[config.mk]
export PLATFORM = sky130hd
export DESIGN_NAME = coin_feeder_flat
export DESIGN_NICKNAME = d
export VERILOG_FILES = /design/src/rtl/coin_feeder_if.sv /design/src/rtl/coin_feeder.sv /design/src/flat_wrapper.sv
export SDC_FILE = /design/constraint.sdc
export NUM_CORES = 1
export LEC_CHECK = 0
export CAP_MARGIN = 20
export CELL_PAD_IN_SITES_DETAIL_PLACEMENT = 2
export CELL_PAD_IN_SITES_GLOBAL_PLACEMENT = 2
export CORE_MARGIN = 2
export CORE_UTILIZATION = 34
export DETAILED_ROUTE_END_ITERATION = 10
export PLACE_DENSITY_LB_ADDON = 0.3
export SYNTH_ARGS = -nofsm -noshare
export SYNTH_HDL_FRONTEND = slang
export SYNTH_SLANG_ARGS = --single-unit
export TNS_END_PERCENT = 5
[constraint.sdc]
create_clock -name clock -period 3.2 [get_ports clock]
set_input_delay 0.64 -clock clock [delete_from_list [all_inputs] [get_ports clock]]
set_output_delay 0.64 -clock clock [all_outputs]
set_load 0.01 [all_outputs]
[src/rtl/coin_feeder_if.sv]
// ---------------------------------------------------------------------------
// coin_feeder_if
// Coin link between the customer-side feeder and the newspaper vending FSM.
//   coin[1:0]  : coin code toward the vending machine (00 none, 01 nickel,
//                10 dime; 11 is never driven)
//   newspaper  : vending machine response, high = paper delivered
// Modports:
//   master : the coin feeder (drives coin, observes newspaper)
//   slave  : the vending machine (observes coin, drives newspaper)
// ---------------------------------------------------------------------------
interface coin_feeder_if;
    logic [1:0] coin;
    logic       newspaper;

    modport master (output coin, input newspaper);
    modport slave  (input coin, output newspaper);
endinterface

[src/rtl/coin_feeder.sv]
// ---------------------------------------------------------------------------
// coin_feeder
// Customer agent for the vending machine. On start it plays one of four fixed
// payment sequences on the coin link, then waits for the newspaper response
// and reports completion, the credit inserted and a timeout error.
//
// Ports:
//   clock   : system clock, rising edge
//   reset   : synchronous, active-high reset
//   start   : begin a transaction (sampled only in IDLE)
//   mode    : 00=N,N,N  01=N,D  10=D,D  11=D,N
//   vif     : coin link (master side: coin out, newspaper in)
//   busy    : transaction in progress
//   done    : one-cycle completion pulse
//   error   : timeout flag, held from done until the next accepted start
//   credit  : cents inserted in the current or last transaction
//
// state  | meaning
// -------+----------------------------------------------------------
// IDLE   | waiting for start
// DRIVE  | coin code held on the link for PULSE_CYCLES
// GAP    | link held at 00 for GAP_CYCLES between coins
// WAIT   | all coins sent, waiting up to TIMEOUT_CYCLES for newspaper
// FIN    | one-cycle done pulse, then back to IDLE
// ---------------------------------------------------------------------------
module coin_feeder #(
    parameter int PULSE_CYCLES   = 1,
    parameter int GAP_CYCLES     = 2,
    parameter int TIMEOUT_CYCLES = 8
) (
    input  logic                 clock,
    input  logic                 reset,
    input  logic                 start,
    input  logic [1:0]           mode,
    coin_feeder_if.master        vif,
    output logic                 busy,
    output logic                 done,
    output logic                 error,
    output logic [4:0]           credit
);

    typedef enum logic [2:0] {
        ST_IDLE,
        ST_DRIVE,
        ST_GAP,
        ST_WAIT,
        ST_FIN
    } state_t;

    localparam logic [1:0] COIN_NONE   = 2'b00;
    localparam logic [1:0] COIN_NICKEL = 2'b01;
    localparam logic [1:0] COIN_DIME   = 2'b10;

    // Down-counter reload values; each phase ends when the counter reads zero.
    localparam logic [7:0] PULSE_LOAD = 8'(PULSE_CYCLES - 1);
    localparam logic [7:0] GAP_LOAD   = 8'(GAP_CYCLES - 1);
    localparam logic [7:0] WAIT_LOAD  = 8'(TIMEOUT_CYCLES - 1);

    state_t     r_state, w_state;
    logic [1:0] r_mode,  w_mode;
    logic [1:0] r_idx,   w_idx;
    logic [7:0] r_tmr,   w_tmr;
    logic [1:0] r_coin,  w_coin;
    logic       r_busy,  w_busy;
    logic       r_done,  w_done;
    logic       r_error, w_error;
    logic [4:0] r_credit, w_credit;

    logic       w_last;
    logic [1:0] w_code_first;
    logic [1:0] w_code_next;

    function automatic logic [1:0] f_code(input logic [1:0] m, input logic [1:0] idx);
        logic [1:0] c;
        case (m)
            2'b00:   c = COIN_NICKEL;
            2'b01:   c = (idx == 2'd0) ? COIN_NICKEL : COIN_DIME;
            2'b10:   c = COIN_DIME;
            default: c = (idx == 2'd0) ? COIN_DIME : COIN_NICKEL;
        endcase
        return c;
    endfunction

    function automatic logic [4:0] f_value(input logic [1:0] c);
        return (c == COIN_DIME) ? 5'd10 : 5'd5;
    endfunction

    // Mode 00 plays three coins, the others two.
    assign w_last       = (r_mode == 2'b00) ? (r_idx == 2'd2) : (r_idx == 2'd1);
    assign w_code_first = f_code(mode, 2'd0);
    assign w_code_next  = f_code(r_mode, r_idx);

    always_comb begin
        w_state  = r_state;
        w_mode   = r_mode;
        w_idx    = r_idx;
        w_tmr    = r_tmr;
        w_coin   = r_coin;
        w_busy   = r_busy;
        w_done   = 1'b0;
        w_error  = r_error;
        w_credit = r_credit;

        case (r_state)
            ST_IDLE: begin
                if (start) begin
                    w_state  = ST_DRIVE;
                    w_mode   = mode;
                    w_idx    = 2'd0;
                    w_tmr    = PULSE_LOAD;
                    w_coin   = w_code_first;
                    w_busy   = 1'b1;
                    w_error  = 1'b0;
                    w_credit = f_value(w_code_first);
                end
            end

            ST_DRIVE: begin
                if (r_tmr == 8'd0) begin
                    w_coin = COIN_NONE;
                    if (w_last) begin
                        w_state = ST_WAIT;
                        w_tmr   = WAIT_LOAD;
                    end else begin
                        w_state = ST_GAP;
                        w_tmr   = GAP_LOAD;
                        w_idx   = r_idx + 2'd1;
                    end
                end else begin
                    w_tmr = r_tmr - 8'd1;
                end
            end

            ST_GAP: begin
                if (r_tmr == 8'd0) begin
                    w_state  = ST_DRIVE;
                    w_tmr    = PULSE_LOAD;
                    w_coin   = w_code_next;
                    w_credit = r_credit + f_value(w_code_next);
                end else begin
                    w_tmr = r_tmr - 8'd1;
                end
            end

            ST_WAIT: begin
                if (r_tmr == 8'd0) begin
                    w_state = ST_FIN;
                    w_busy  = 1'b0;
                    w_done  = 1'b1;
                    w_error = 1'b1;
                end else begin
                    w_tmr = r_tmr - 8'd1;
                end
            end

            ST_FIN: begin
                w_state = ST_IDLE;
                w_busy  = 1'b0;
            end

            default: begin
                w_state = ST_IDLE;
                w_coin  = COIN_NONE;
                w_busy  = 1'b0;
            end
        endcase

        // A delivered paper ends the transaction from any active state,
        // cutting off a pulse in progress and overriding a same-cycle timeout.
        if ((r_state == ST_DRIVE || r_state == ST_GAP || r_state == ST_WAIT) && vif.newspaper) begin
            w_state = ST_FIN;
            w_coin  = COIN_NONE;
            w_busy  = 1'b0;
            w_done  = 1'b1;
            w_error = 1'b0;
            w_tmr   = r_tmr;
            w_idx   = r_idx;
            w_credit = r_credit;
        end
    end

    always_ff @(posedge clock) begin
        if (reset) begin
            r_state  <= ST_IDLE;
            r_mode   <= 2'b00;
            r_idx    <= 2'd0;
            r_tmr    <= 8'd0;
            r_coin   <= COIN_NONE;
            r_busy   <= 1'b0;
            r_done   <= 1'b0;
            r_error  <= 1'b0;
            r_credit <= 5'd0;
        end else begin
            r_state  <= w_state;
            r_mode   <= w_mode;
            r_idx    <= w_idx;
            r_tmr    <= w_tmr;
            r_coin   <= w_coin;
            r_busy   <= w_busy;
            r_done   <= w_done;
            r_error  <= w_error;
            r_credit <= w_credit;
        end
    end

    assign vif.coin = r_coin;
    assign busy     = r_busy;
    assign done     = r_done;
    assign error    = r_error;
    assign credit   = r_credit;

endmodule

[src/flat_wrapper.sv]
// flat-port wrapper written by rule: the top's interface ports become plain ports
module coin_feeder_flat 
#(
    parameter int PULSE_CYCLES   = 1,
    parameter int GAP_CYCLES     = 2,
    parameter int TIMEOUT_CYCLES = 8
)
  (clock, reset, start, mode, busy, done, error, credit, vif_coin, vif_newspaper);
  coin_feeder_if vif_i ();
  input  logic clock;
  input  logic reset;
  input  logic start;
  input  logic [1:0] mode;
  output logic busy;
  output logic done;
  output logic error;
  output logic [4:0] credit;
  output wire logic [$bits(vif_i.coin)-1:0] vif_coin;
  input wire logic [$bits(vif_i.newspaper)-1:0] vif_newspaper;
  assign vif_coin = vif_i.coin;
  assign vif_i.newspaper = vif_newspaper;
  coin_feeder #(.PULSE_CYCLES(PULSE_CYCLES), .GAP_CYCLES(GAP_CYCLES), .TIMEOUT_CYCLES(TIMEOUT_CYCLES)) u_core (.clock(clock), .reset(reset), .start(start), .mode(mode), .vif(vif_i), .busy(busy), .done(done), .error(error), .credit(credit));
endmodule
# Word-level counts from Yosys, hierarchy flattened
# Index checks and enable logic that the tools add are counted.
# classes
n_eq_ne	21
reduce_logical	25
n_shift	0
multipliers	0
bitwise	3
n_div	0
n_mux	40
n_addsub	3
order_cmp	0
# ops
cell	count
$mux W8	4
$pmux W8 S4	1
$reduce_and A4 Y1	5
$mux W2	9
$mux W3	6
$ne A3 B2 Y1 const B	4
$pmux W3 S4	1
$mux W5	2
$pmux W5 S2	1
$mux W1	9
$eq A2 B2 Y1 const B	4
$logic_not A8 Y1	1
$mux W4	2
$pmux W2 S4	1
$reduce_or A2 Y1	4
$sub A8 B1 Y8 const B	1
$eq A2 B1 Y1 const B	3
$eq A3 B2 Y1 const B	2
$logic_not A2 Y1	3
$ne A2 B1 Y1 const B	3
$ne A2 B2 Y1 const B	3
$pmux W2 S3	1
$reduce_and A3 Y1	2
$reduce_bool A2 Y1	3
other kinds (14)	17
# word_totals
output_inout_bits	10
latchBits	0
ff_bits	25
rom_bits	0
mem_count	0
wordCells	102
ramBits	0

# Logic depth before layout (Yosys ltp)
# Gate-level depths: netlist of the first run.
# logic_depth
ltp_word	8
mapped_depth	13
depth_no_buf	13

# Least setup slack after synthesis of the first run
# No wires, ideal clock.
# synth_timing
path_kind	reg2reg
startpoint	register u_core.r_idx[0]
endpoint	register u_core.r_credit[4], in the netlist u_core.credit[4]
n_path_buf	0
stages_incl_launch_ff	14
setup_time_ns	0.086
arrival_time_ns	2.487
path_slack_ns	0.628
required_ns	3.114
cell_sequence	dfxtp_1 -> inv_1 -> ha_1 -> nand2_1 -> nand2_1 -> a22oi_1 -> ha_1 -> inv_1 -> fa_1 -> inv_1 -> a21o_1 -> a21oi_1 -> or3_1 -> a211oi_1
# synth_between
elab_chain_len	8
word_cells_on_any_way	9
cone_classes	add/sub: 1; eq/ne: 1; mux: 6; reduce/logical: 1
# synth_rtl
item	line_no	rtl
start, declared	coin_feeder.sv:61	logic [1:0] r_idx, w_idx;
start signal, assigned	coin_feeder.sv:196	r_idx <= w_idx;
$logic_not A2 Y1 (*)	coin_feeder.sv:77, coin_feeder.sv:79	
$mux W2, on equally long branches	coin_feeder.sv:79, coin_feeder.sv:77	
$pmux W2 S3 (*)	coin_feeder.sv:75	case (m)
$eq A2 B2 Y1 (*)	coin_feeder.sv:85	return (c == COIN_DIME) ? 5'd10 : 5'd5;
$mux W4 (*)	coin_feeder.sv:85	
$add A5 B5 Y5 (*)	coin_feeder.sv:139	w_credit = r_credit + f_value(w_code_next);
$mux W5 (*)	coin_feeder.sv:135	if (r_tmr == 8'd0) begin
$pmux W5 S2 (*)	coin_feeder.sv:104	case (r_state)
end signal, assigned	coin_feeder.sv:202	r_credit <= w_credit;
end, declared	coin_feeder.sv:67	logic [4:0] r_credit, w_credit;
# Every way passes the cells marked *; elsewhere a longest branch is shown, timed or not. The select of a mux whose other input is x is not followed.
# A chain may end at the register's enable or synchronous reset.

# Worst setup path after layout of the first run
# Ends and elaborated chain as after synthesis.

==> results of run 1 <==
[layout make-up]
cell class | count | area share [%]
multi-input combinational | 144 | 53.66
sequential | 25 | 26.60
timing repair buffer | 22 | 10.77
tap | 54 | 3.590
inverter | 15 | 2.992
clock buffer | 4 | 2.394
[kinds of logic (layout without fill, tap and decap cells)]
group	count (synthesis)	in the layout	share of synthesized area, %
adder cells (fa/ha/maj)	10	10	8.160
AO/OA/AOI/OAI	61	61	26.87
AND/OR/NAND/NOR	63	63	20.94
buffers and inverters	26	41	7.390
XOR/XNOR	5	5	2.695
multiplexers	5	5	3.156
flip-flops	25	25	30.79
[synth_stat cells, types with 2 or more instances]
master    number
a41oi_1        2
nand2_1       16
xnor2_1        3
buf_6          3
o21a_1         2
inv_1         15
nor3_1        11
a311oi_1       5
or3_1          4
o21bai_1       2
a21oi_1       17
dfxtp_1       25
o21ai_0        7
o31ai_1        2
nor2b_1        4
nand3_1        4
mux2i_1        4
xor2_1         2
o211ai_1       2
a211oi_1       3
a31oi_1        4
nor3_2         2
clkbuf_1       7
a22oi_1        3
nand2b_1       2
nor2_1        12
ha_1           9
[registers in the layout (all words and copies together) (netlist names)]
| name | count |
|---|---|
| u_core.busy | 1 |
| u_core.r_tmr | 8 |
| u_core.vif.coin | 2 |
| u_core.done | 1 |
| u_core.r_mode | 2 |
| u_core.r_idx | 2 |
| u_core.error | 1 |
| u_core.credit | 5 |
| u_core.r_state | 3 |
[power groups by stage]
stage,sequential (mW),clock (mW),combinational [mW]
floorplan,0.488,0,0.848
global placement,0.524,0,1.11
detailed placement,0.535,0,1.18
CTS,0.528,0.205,1.19
global route,0.546,0.221,1.32
finish,0.529,0.202,1.19
[path summary, 6_finish.rpt]
kind	slack, ps	end	cells after the start
worst max-delay path	390	u_core.credit[4]$_SDFFE_PP0P_	13
worst min-delay path	500	u_core.r_idx[0]$_SDFFE_PP0P_	2
worst max register to register	390	u_core.credit[4]$_SDFFE_PP0P_	13
worst min register to register	500	u_core.r_idx[0]$_SDFFE_PP0P_	2
[what timing repair did]
action / CTS / global route
buffers inserted: 0 / 0
resized for setup: 0 / 1
setup endpoints to repair: 0 / 1
[per-layer routing]
layer	routed length (um)	up-vias	share of wire (%)	GRT usage, %
met3	80	5	1.6	2.486
met5	0	-	0	0
met4	57	0	1.1	5.556
li1	-	742	-	-
met1	2284	739	45	26.44
met2	2692	15	53	38.74
[metrics by stage]
stage                     cells  util, %
after floorplan             195        -
after global placement      260    39.30
after detailed placement    260    39.30
after CTS                   264    40.27
after global routing        264    40.38
final                       264    40.38
[critical path: stages (launching register included)]
cell and delay (ps):
dfxtp_1 370, inv_1 110, ha_1 250, nand2_1 80, nand2_1 60, a22oi_2 340
ha_1 260, inv_1 60, fa_1 400, inv_1 80, a21o_1 110, a21oi_1 70
or3_1 300, a211oi_1 230
==> flow_summary.yaml, run 1 <==
run_status:
  outcome: "finished, final reports clean"
yosys:
  synth.cell_area_um2: 1625
  syn_nets: 211
  synthArstFlopShare_pct: 0
  synth-seq-cells: 25
  synth-seq-area-share_pct: 30.79
  syn_avg_cell_area_um2: 8.335
  yosys_warnings: 0
  ys_dominant_reg_cell: "dfxtp_1"
  synth_edf_count: 0
  synth_top_area_share_pct: 30.79
  synth_cells: 195
  ys_types: 50
  synth_area_leaders: "dfxtp_1 31%, ha_1 6.9%, a21oi_1 5.2%"
  yosys.area.top_type: "dfxtp_1"
pwr:
  clkPwrFrac_pct: 10.5
  internal-power_uw: 969.6
  power.leakage_nw: 0.7111
  ir_drop_mv: 0.4037
  p_total_mw: 1.916
  pwr-share-comb_pct: 61.9
  switching_share_pct: 49.39
  p_per_area_nw_per_um2: 1018
  switchingPower_uw: 946.2
  seq_power_share_pct: 27.6
worst_setup_path:
  cp_max_fo: 5
  worstSetupEndpointType: "register"
  worstPathArrival_ps: 3010
  cp-start-kind: "register"
  worstPathRequired_ps: 3400
  worstSetupPathType: "reg -> reg"
  crit_start: "u_core.r_idx[0]$_SDFFE_PP0P_"
  r2r_start: "u_core.r_idx[0]$_SDFFE_PP0P_"
clock_tree:
  root_buffer: "clkbuf_8"
  cts-buffers-inserted: 3
  cts_num_sinks: 25
  path_clk_slew_ps: 100
  clk_path_buf_depth: 2
  tritoncts: "yes"
  htree_num_levels: 1
  insertion_delay_ps: 280
  ctsHoldBuffers: 0
layout:
  n_fill_cell: 522
  layout-drive-gt1-share_pct: 10.00
  nNetsFinal: 227
  multi_input_area_um2: 1010
  syn2layout_area_growth_pct: 15.78
  final_common_cell: "dfxtp_1"
  final_cell_mix: "25 x dfxtp_1, 17 x a21oi_1, 16 x nand2_1"
  diodes: 0
  fin_area_um2: 1882
  ff_latch_area_um2: 500.5
placement:
  gp_congestion: 0.7793
  dp_hpwl_um: 3899
  portBuffers: 15
  placed_cell_area_um2: 1832
  preCtsSetupSlack_ps: 252.7
routing:
  drt_wl_total_um: 5113
  drc: 0
  dr.first_iter.drc_count: 64
  wl_per_cell_um: 19.37
  vias: 1501
  antenna_left: 0
  drtPass1Iterations: 4
  vias_per_cell: 5.686
sta:
  fmax_mhz: 355.6
  setup-tns-final_ps: 0
  fin_hold_ws_ps: 496.7
  fin_ws_ps: 388.2
  slew_viol_final: 0
  finalSetupViolations: 0
  period_needed_ps: 2812
  rsz0062_at_grt: "false"
  skew_ps: 7.329
  max_slew_margin_pct: 48.18
  tightest_slew_ps: 770.8
  hold_violations: 0
  fin_crit_sh_pct: 87.87
die:
  io_pins: 16
  start_util_pct: 34.87
  die_area_um2: 5349
  coreArea_um2: 4661
  rows: 25
  die_y_um: 73.14
  die_x_um: 73.14
global_routing:
  grt_use_total_pct: 21.33
  antenna_found_initial: 0
  overflow: 0
  grt_pass1_wl_um: 8735
  grt_pass1_vias: 1660
  grt_start_max_net_pins: 26
hold_path:
  hold_class: "reg -> reg"
  hp-start: "u_core.r_idx[0]$_SDFFE_PP0P_"
job:
  max_cap_viol_count: 0
Note: power is estimated with default switching activity, not from simulation.
==> run 2: changes to the inputs <==
--- a/config.mk
+++ b/config.mk
@@ -5,12 +5,13 @@
 export SDC_FILE = /design/constraint.sdc
 export NUM_CORES = 1
 export LEC_CHECK = 0
-export CAP_MARGIN = 20
+export CAP_MARGIN = 5
 export CELL_PAD_IN_SITES_DETAIL_PLACEMENT = 2
 export CELL_PAD_IN_SITES_GLOBAL_PLACEMENT = 2
 export CORE_MARGIN = 2
 export CORE_UTILIZATION = 34
 export DETAILED_ROUTE_END_ITERATION = 10
+export HOLD_SLACK_MARGIN = 0.05
 export PLACE_DENSITY_LB_ADDON = 0.3
 export SYNTH_ARGS = -nofsm -noshare
 export SYNTH_HDL_FRONTEND = slang
==> constraint.sdc (replaced) <==
create_clock -name clock -period 3.2 [get_ports clock]
set_input_delay 0.8 -clock clock [delete_from_list [all_inputs] [get_ports clock]]
set_output_delay 0.8 -clock clock [all_outputs]
set_load 0.01 [all_outputs]
==> run 2 against run 1 <==
Fmax is 2.6% lower; first-iteration DRC count is 6.3% lower; worst hold slack improved by 5.5 ps; critical path depth is the same; clock-buffer cell count down 1; critical endpoint unchanged; via count increased by 4.0%; largest power group unchanged; sequential power about the same.
==> flow_summary.yaml, run 2 (same netlist as run 1, synthesis figures left out) <==
clock_tree:
  insertion_delay_ps: 270
  cts_setup_buffers: 0
  cts_resized: 0
  path_clk_slew_ps: 100
  clk_path_buf_depth: 2
  root_buffer: "clkbuf_8"
  cts-buffers-inserted: 3
  tritoncts: "yes"
  htree_num_levels: 1
  ctsHoldBuffers: 0
  cts_num_sinks: 25
hold_path:
  min_to: "u_core.r_idx[0]$_SDFFE_PP0P_"
  hold_depth: 2
  hp-start: "u_core.r_idx[0]$_SDFFE_PP0P_"
  hold_class: "reg -> reg"
placement:
  dp_hpwl_um: 3976
  gp_congestion: 0.8447
  portBuffers: 15
worst_setup_path:
  worstSetupEndpointType: "register"
  cp_max_fo: 5
  worstSetupPathType: "reg -> reg"
  r2r_start: "u_core.r_idx[0]$_SDFFE_PP0P_"
  cp-start-kind: "register"
  worstPathArrival_ps: 3070
  r2r_setup_slack_ps: 310
  worstPathRequired_ps: 3390
  reg2regPathDepth: 13
  r2r-end: "u_core.credit[4]$_SDFFE_PP0P_"
layout:
  regMostFlops: "u_core.r_tmr"
  utilization_pct: 40.56
  n_fill_cell: 529
  nNetsFinal: 228
  layout-drive-gt1-share_pct: 10.90
  syn2layout_area_growth_pct: 16.32
  largest_reg_flops: 8
  ff_latch_area_um2: 500.5
  final_cell_mix: "25 x dfxtp_1, 17 x a21oi_1, 16 x nand2_1"
  diodes: 0
  multi_input_area_um2: 1010
  final_common_cell: "dfxtp_1"
pwr:
  power.leakage_nw: 0.7192
  p_per_area_nw_per_um2: 1022
  seq_power_share_pct: 27.3
  switchingPower_uw: 959.8
  internal-power_uw: 971.5
  ir_drop_mv: 0.3809
  p_total_mw: 1.931
  clkPwrFrac_pct: 10.3
  pwr-share-comb_pct: 62.5
  switching_share_pct: 49.70
run_status:
  outcome: "finished, final reports clean"
routing:
  vias_per_cell: 5.891
  drt_wl_total_um: 5284
  wl_per_cell_um: 19.94
  drtPass1Iterations: 4
  antenna_left: 0
  dr.first_iter.drc_count: 60
  vias: 1561
  drc: 0
sta:
  tightest_slew_ps: 896.8
  finalSetupViolations: 0
  fmax_mhz: 346.5
  hold_violations: 0
  period_needed_ps: 2886
  setup-tns-final_ps: 0
  skew_ps: 4.373
  fin_crit_sh_pct: 90.18
  max_slew_margin_pct: 39.70
  rsz0062_at_grt: "false"
  slew_viol_final: 0
die:
  io_pins: 16
  die_x_um: 73.14
  coreArea_um2: 4661
  die_y_um: 73.14
  die_area_um2: 5349
  start_util_pct: 34.87
  rows: 25
global_routing:
  antenna_found_initial: 0
  grt_use_total_pct: 21.39
  overflow: 0
  grt_start_max_net_pins: 17
  grt_pass1_vias: 1737
  grt_pass1_wl_um: 8818
job:
  max_cap_viol_count: 0
## run 2: cell types whose count changed in the layout (fill, tap and decap cells not counted), sizes merged
cell and change:
buf +1, clkbuf -1, clkinv +1
## run 2: through the flow
step	std cells	setup WS, ps	cell area (um2)	hold slack, ps
2_1_floorplan	195	627.7	1625	448.5
4_1_cts	265	151.8	1886	506.3
6_report	265	314.3	1891	502.2
3_5_place_dp	261	229.9	1839	486.2
3_3_place_gp	261	507.1	1839	460.9
5_1_grt	265	150.2	1891	536.6
## run 2: final cells by class
class	count	area share [%]
repair buffers	23	11.12
flip-flops and latches	25	26.47
well taps	54	3.574
clock inverters	1	0.2647
clock buffers	3	2.184
inverters	15	2.978
multi-input cells	144	53.41
## run 2: how the worst max path moves through the flow
stage	start	to	slack, ps	depth (start not counted)
finish	u_core.r_idx[0]$_SDFFE_PP0P_	u_core.credit[4]$_SDFFE_PP0P_	310	13
global route	u_core.r_idx[0]$_SDFFE_PP0P_	u_core.credit[4]$_SDFFE_PP0P_	150	13
CTS	u_core.r_idx[0]$_SDFFE_PP0P_	u_core.credit[4]$_SDFFE_PP0P_	150	13
detailed placement	u_core.r_idx[0]$_SDFFE_PP0P_	u_core.credit[4]$_SDFFE_PP0P_	230	13
floorplan	u_core.r_idx[0]$_SDFFE_PP0P_	u_core.credit[4]$_SDFFE_PP0P_	630	13
global placement	u_core.r_idx[0]$_SDFFE_PP0P_	u_core.credit[4]$_SDFFE_PP0P_	510	13
## run 2: power groups by stage
stage | Combinational (mW) | Clock [mW] | Sequential (mW)
3_5_place_dp | 1.19 | 0 | 0.533
2_1_floorplan | 0.848 | 0 | 0.488
5_1_grt | 1.34 | 0.218 | 0.546
4_1_cts | 1.21 | 0.207 | 0.528
3_3_place_gp | 1.11 | 0 | 0.525
6_report | 1.21 | 0.198 | 0.527
## run 2: per-layer routing
| layer | wire length (um) | share of wire (%) | vias to the layer above | global-route usage [%] |
|---|---|---|---|---|
| li1 | - | - | 746 | - |
| met1 | 2299 | 44 | 784 | 24.83 |
| met2 | 2772 | 52 | 23 | 39.84 |
| met3 | 127 | 2.4 | 8 | 4.420 |
| met4 | 85 | 1.6 | 0 | 4.733 |
| met5 | 0 | 0 | - | 0 |
## run 2: worst max-delay path, stage by stage (launching register included)
cell and delay (ps):
dfxtp_1 380, inv_1 110, ha_1 240, nand2_1 70
nand2_1 70, a22oi_2 360, ha_1 250, inv_1 60
fa_1 420, inv_1 90, a21o_1 110, a21oi_1 70
or3_1 320, a211oi_1 260
==> run 3: changes to the inputs <==
==> constraint.sdc (replaced) <==
create_clock -name clock -period 2.7 [get_ports clock]
set_input_delay 0.675 -clock clock [delete_from_list [all_inputs] [get_ports clock]]
set_output_delay 0.675 -clock clock [all_outputs]
set_load 0.005 [all_outputs]
==> run 3 against run 2 <==
Via count shrank 1.6%; clock-buffer cell count grew 1; fmax grew 13%; sequential share of layout area shrank 0.40 points; die area is the same; highest routed layer unchanged; final cell count grew 1.5%; global-route usage grew 0.24 points.
==> flow_summary.yaml, run 3 (same netlist as run 1, synthesis figures left out) <==
worst_setup_path:
  worst_path_most_repeated_cell: "inv_1"
  slowest_delay_ps: 400
  worstPathArrival_ps: 2760
  cp_slowest_cell: "fa_1"
  worstPathRequired_ps: 2900
  cp-start-kind: "register"
  path_cells: "inv_1 > ha_1 > nand2_1 > nand2_1 > a22oi_2 > ha_2 > inv_1 > fa_1 > inv_1 > a21o_1 > a21oi_1 > or3_1 > a211oi_2"
  worstSetupEndpointType: "register"
  worstSetupPathType: "reg -> reg"
  cp_max_fo: 4
  reg2regPathDepth: 13
clock_tree:
  cts-buffers-inserted: 3
  cts_resized: 0
  root_buffer: "clkbuf_8"
  path_clk_slew_ps: 90
  cts_num_sinks: 25
  cts_setup_buffers: 0
  ctsHoldBuffers: 0
  clk_path_buf_depth: 2
  tritoncts: "yes"
  insertion_delay_ps: 270
  htree_num_levels: 1
pwr:
  switching_share_pct: 48.90
  switchingPower_mw: 1.123
  power.leakage_nw: 0.7353
  p_per_area_nw_per_um2: 1190
  internal-power_mw: 1.173
  p_total_mw: 2.296
  ir_drop_mv: 0.3830
  pwr-share-comb_pct: 62.6
  clkPwrFrac_pct: 10.2
  seq_power_share_pct: 27.2
sta:
  slew_viol_final: 0
  fin_crit_sh_pct: 94.85
  hold_violations: 0
  skew_ps: 2.646
  fmax_mhz: 390.5
  finalSetupViolations: 0
  setup-tns-final_ps: 0
  max_slew_margin_pct: 37.05
  period_needed_ps: 2561
  tightest_slew_ps: 936.2
global_routing:
  grt_start_max_net_pins: 19
  grt_use_total_pct: 21.63
  overflow: 0
  grt_pass1_vias: 1736
  antenna_found_initial: 0
  grt_pass1_wl_um: 8942
layout:
  regMostFlops: "u_core.r_tmr"
  layout-drive-gt1-share_pct: 13.95
  nNetsFinal: 232
  syn2layout_area_growth_pct: 18.71
  diodes: 0
  final_cell_mix: "23 x dfxtp_1, 17 x a21oi_1, 16 x nand2_1"
  utilization_pct: 41.40
  instances_no_fill: 269
  fin_area_um2: 1929
  final_common_cell: "dfxtp_1"
  largest_reg_flops: 8
  n_fill_cell: 514
hold_path:
  hold_depth: 2
  hold_class: "reg -> reg"
die:
  rows: 25
  die_x_um: 73.14
  start_util_pct: 34.87
  die_y_um: 73.14
  coreArea_um2: 4661
  die_area_um2: 5349
  io_pins: 16
routing:
  vias_per_cell: 5.710
  drc: 0
  drtPass1Iterations: 4
  antenna_left: 0
  wl_per_cell_um: 19.59
  vias: 1536
  dr.first_iter.drc_count: 31
  drt_wl_total_um: 5269
placement:
  portBuffers: 15
  placed_cell_area_um2: 1869
  gp_congestion: 0.8054
  dp_hpwl_um: 3982
  placedCellCount: 265
job:
  max_cap_viol_count: 0
run_status:
  outcome: "finished, final reports clean"
-- run 3: cell type report --
cell class / instances / area (um2) / share of cell area [%]
multi-input cells: 144 / 1017 / 52.72
flip-flops and latches: 25 / 503.0 / 26.07
repair buffers: 27 / 240.2 / 12.45
well taps: 54 / 67.56 / 3.502
inverters: 15 / 56.30 / 2.918
clock buffers: 4 / 45.04 / 2.335
-- run 3: critical path: cells and delay by family, from the launching register on --
family	cells	cell delay, ps
AND/OR/NAND/NOR	3	470
buffers and inverters	3	210
flip-flops	1	360
AO/OA/AOI/OAI	4	590
adder cells (fa/ha/maj)	3	850
-- run 3: path summary, 6_finish.rpt --
path	endpoint	slack, ps	startpoint
setup / recovery	u_core.credit[4]$_SDFFE_PP0P_	140	u_core.r_idx[0]$_SDFFE_PP0P_
hold / removal	u_core.r_idx[0]$_SDFFE_PP0P_	480	u_core.r_idx[0]$_SDFFE_PP0P_
setup reg to reg	u_core.credit[4]$_SDFFE_PP0P_	140	u_core.r_idx[0]$_SDFFE_PP0P_
hold reg to reg	u_core.r_idx[0]$_SDFFE_PP0P_	480	u_core.r_idx[0]$_SDFFE_PP0P_
-- run 3: power groups by stage --
stage / Clock (mW) / Combinational [mW] / Sequential [mW]
floorplan: 0 / 1.01 / 0.560
finish: 0.235 / 1.44 / 0.624
global route: 0.258 / 1.60 / 0.647
detailed placement: 0 / 1.43 / 0.631
global placement: 0 / 1.34 / 0.619
CTS: 0.245 / 1.45 / 0.623
-- run 3: through the flow --
step	hold WS (ps)	setup WS [ps]
after floorplan	448.5	127.7
after global placement	459.9	169.9
after detailed placement	486.6	106.0
after CTS	503.9	61.87
after global routing	505.5	-21.96
final	482.2	139.1
-- run 3: metal layers --
layer	GRT usage, %	vias up	routed length, um
li1	-	753	-
met1	26.31	763	2256
met2	40.64	18	2899
met3	2.348	2	85
met4	4.321	0	27
met5	0	-	0
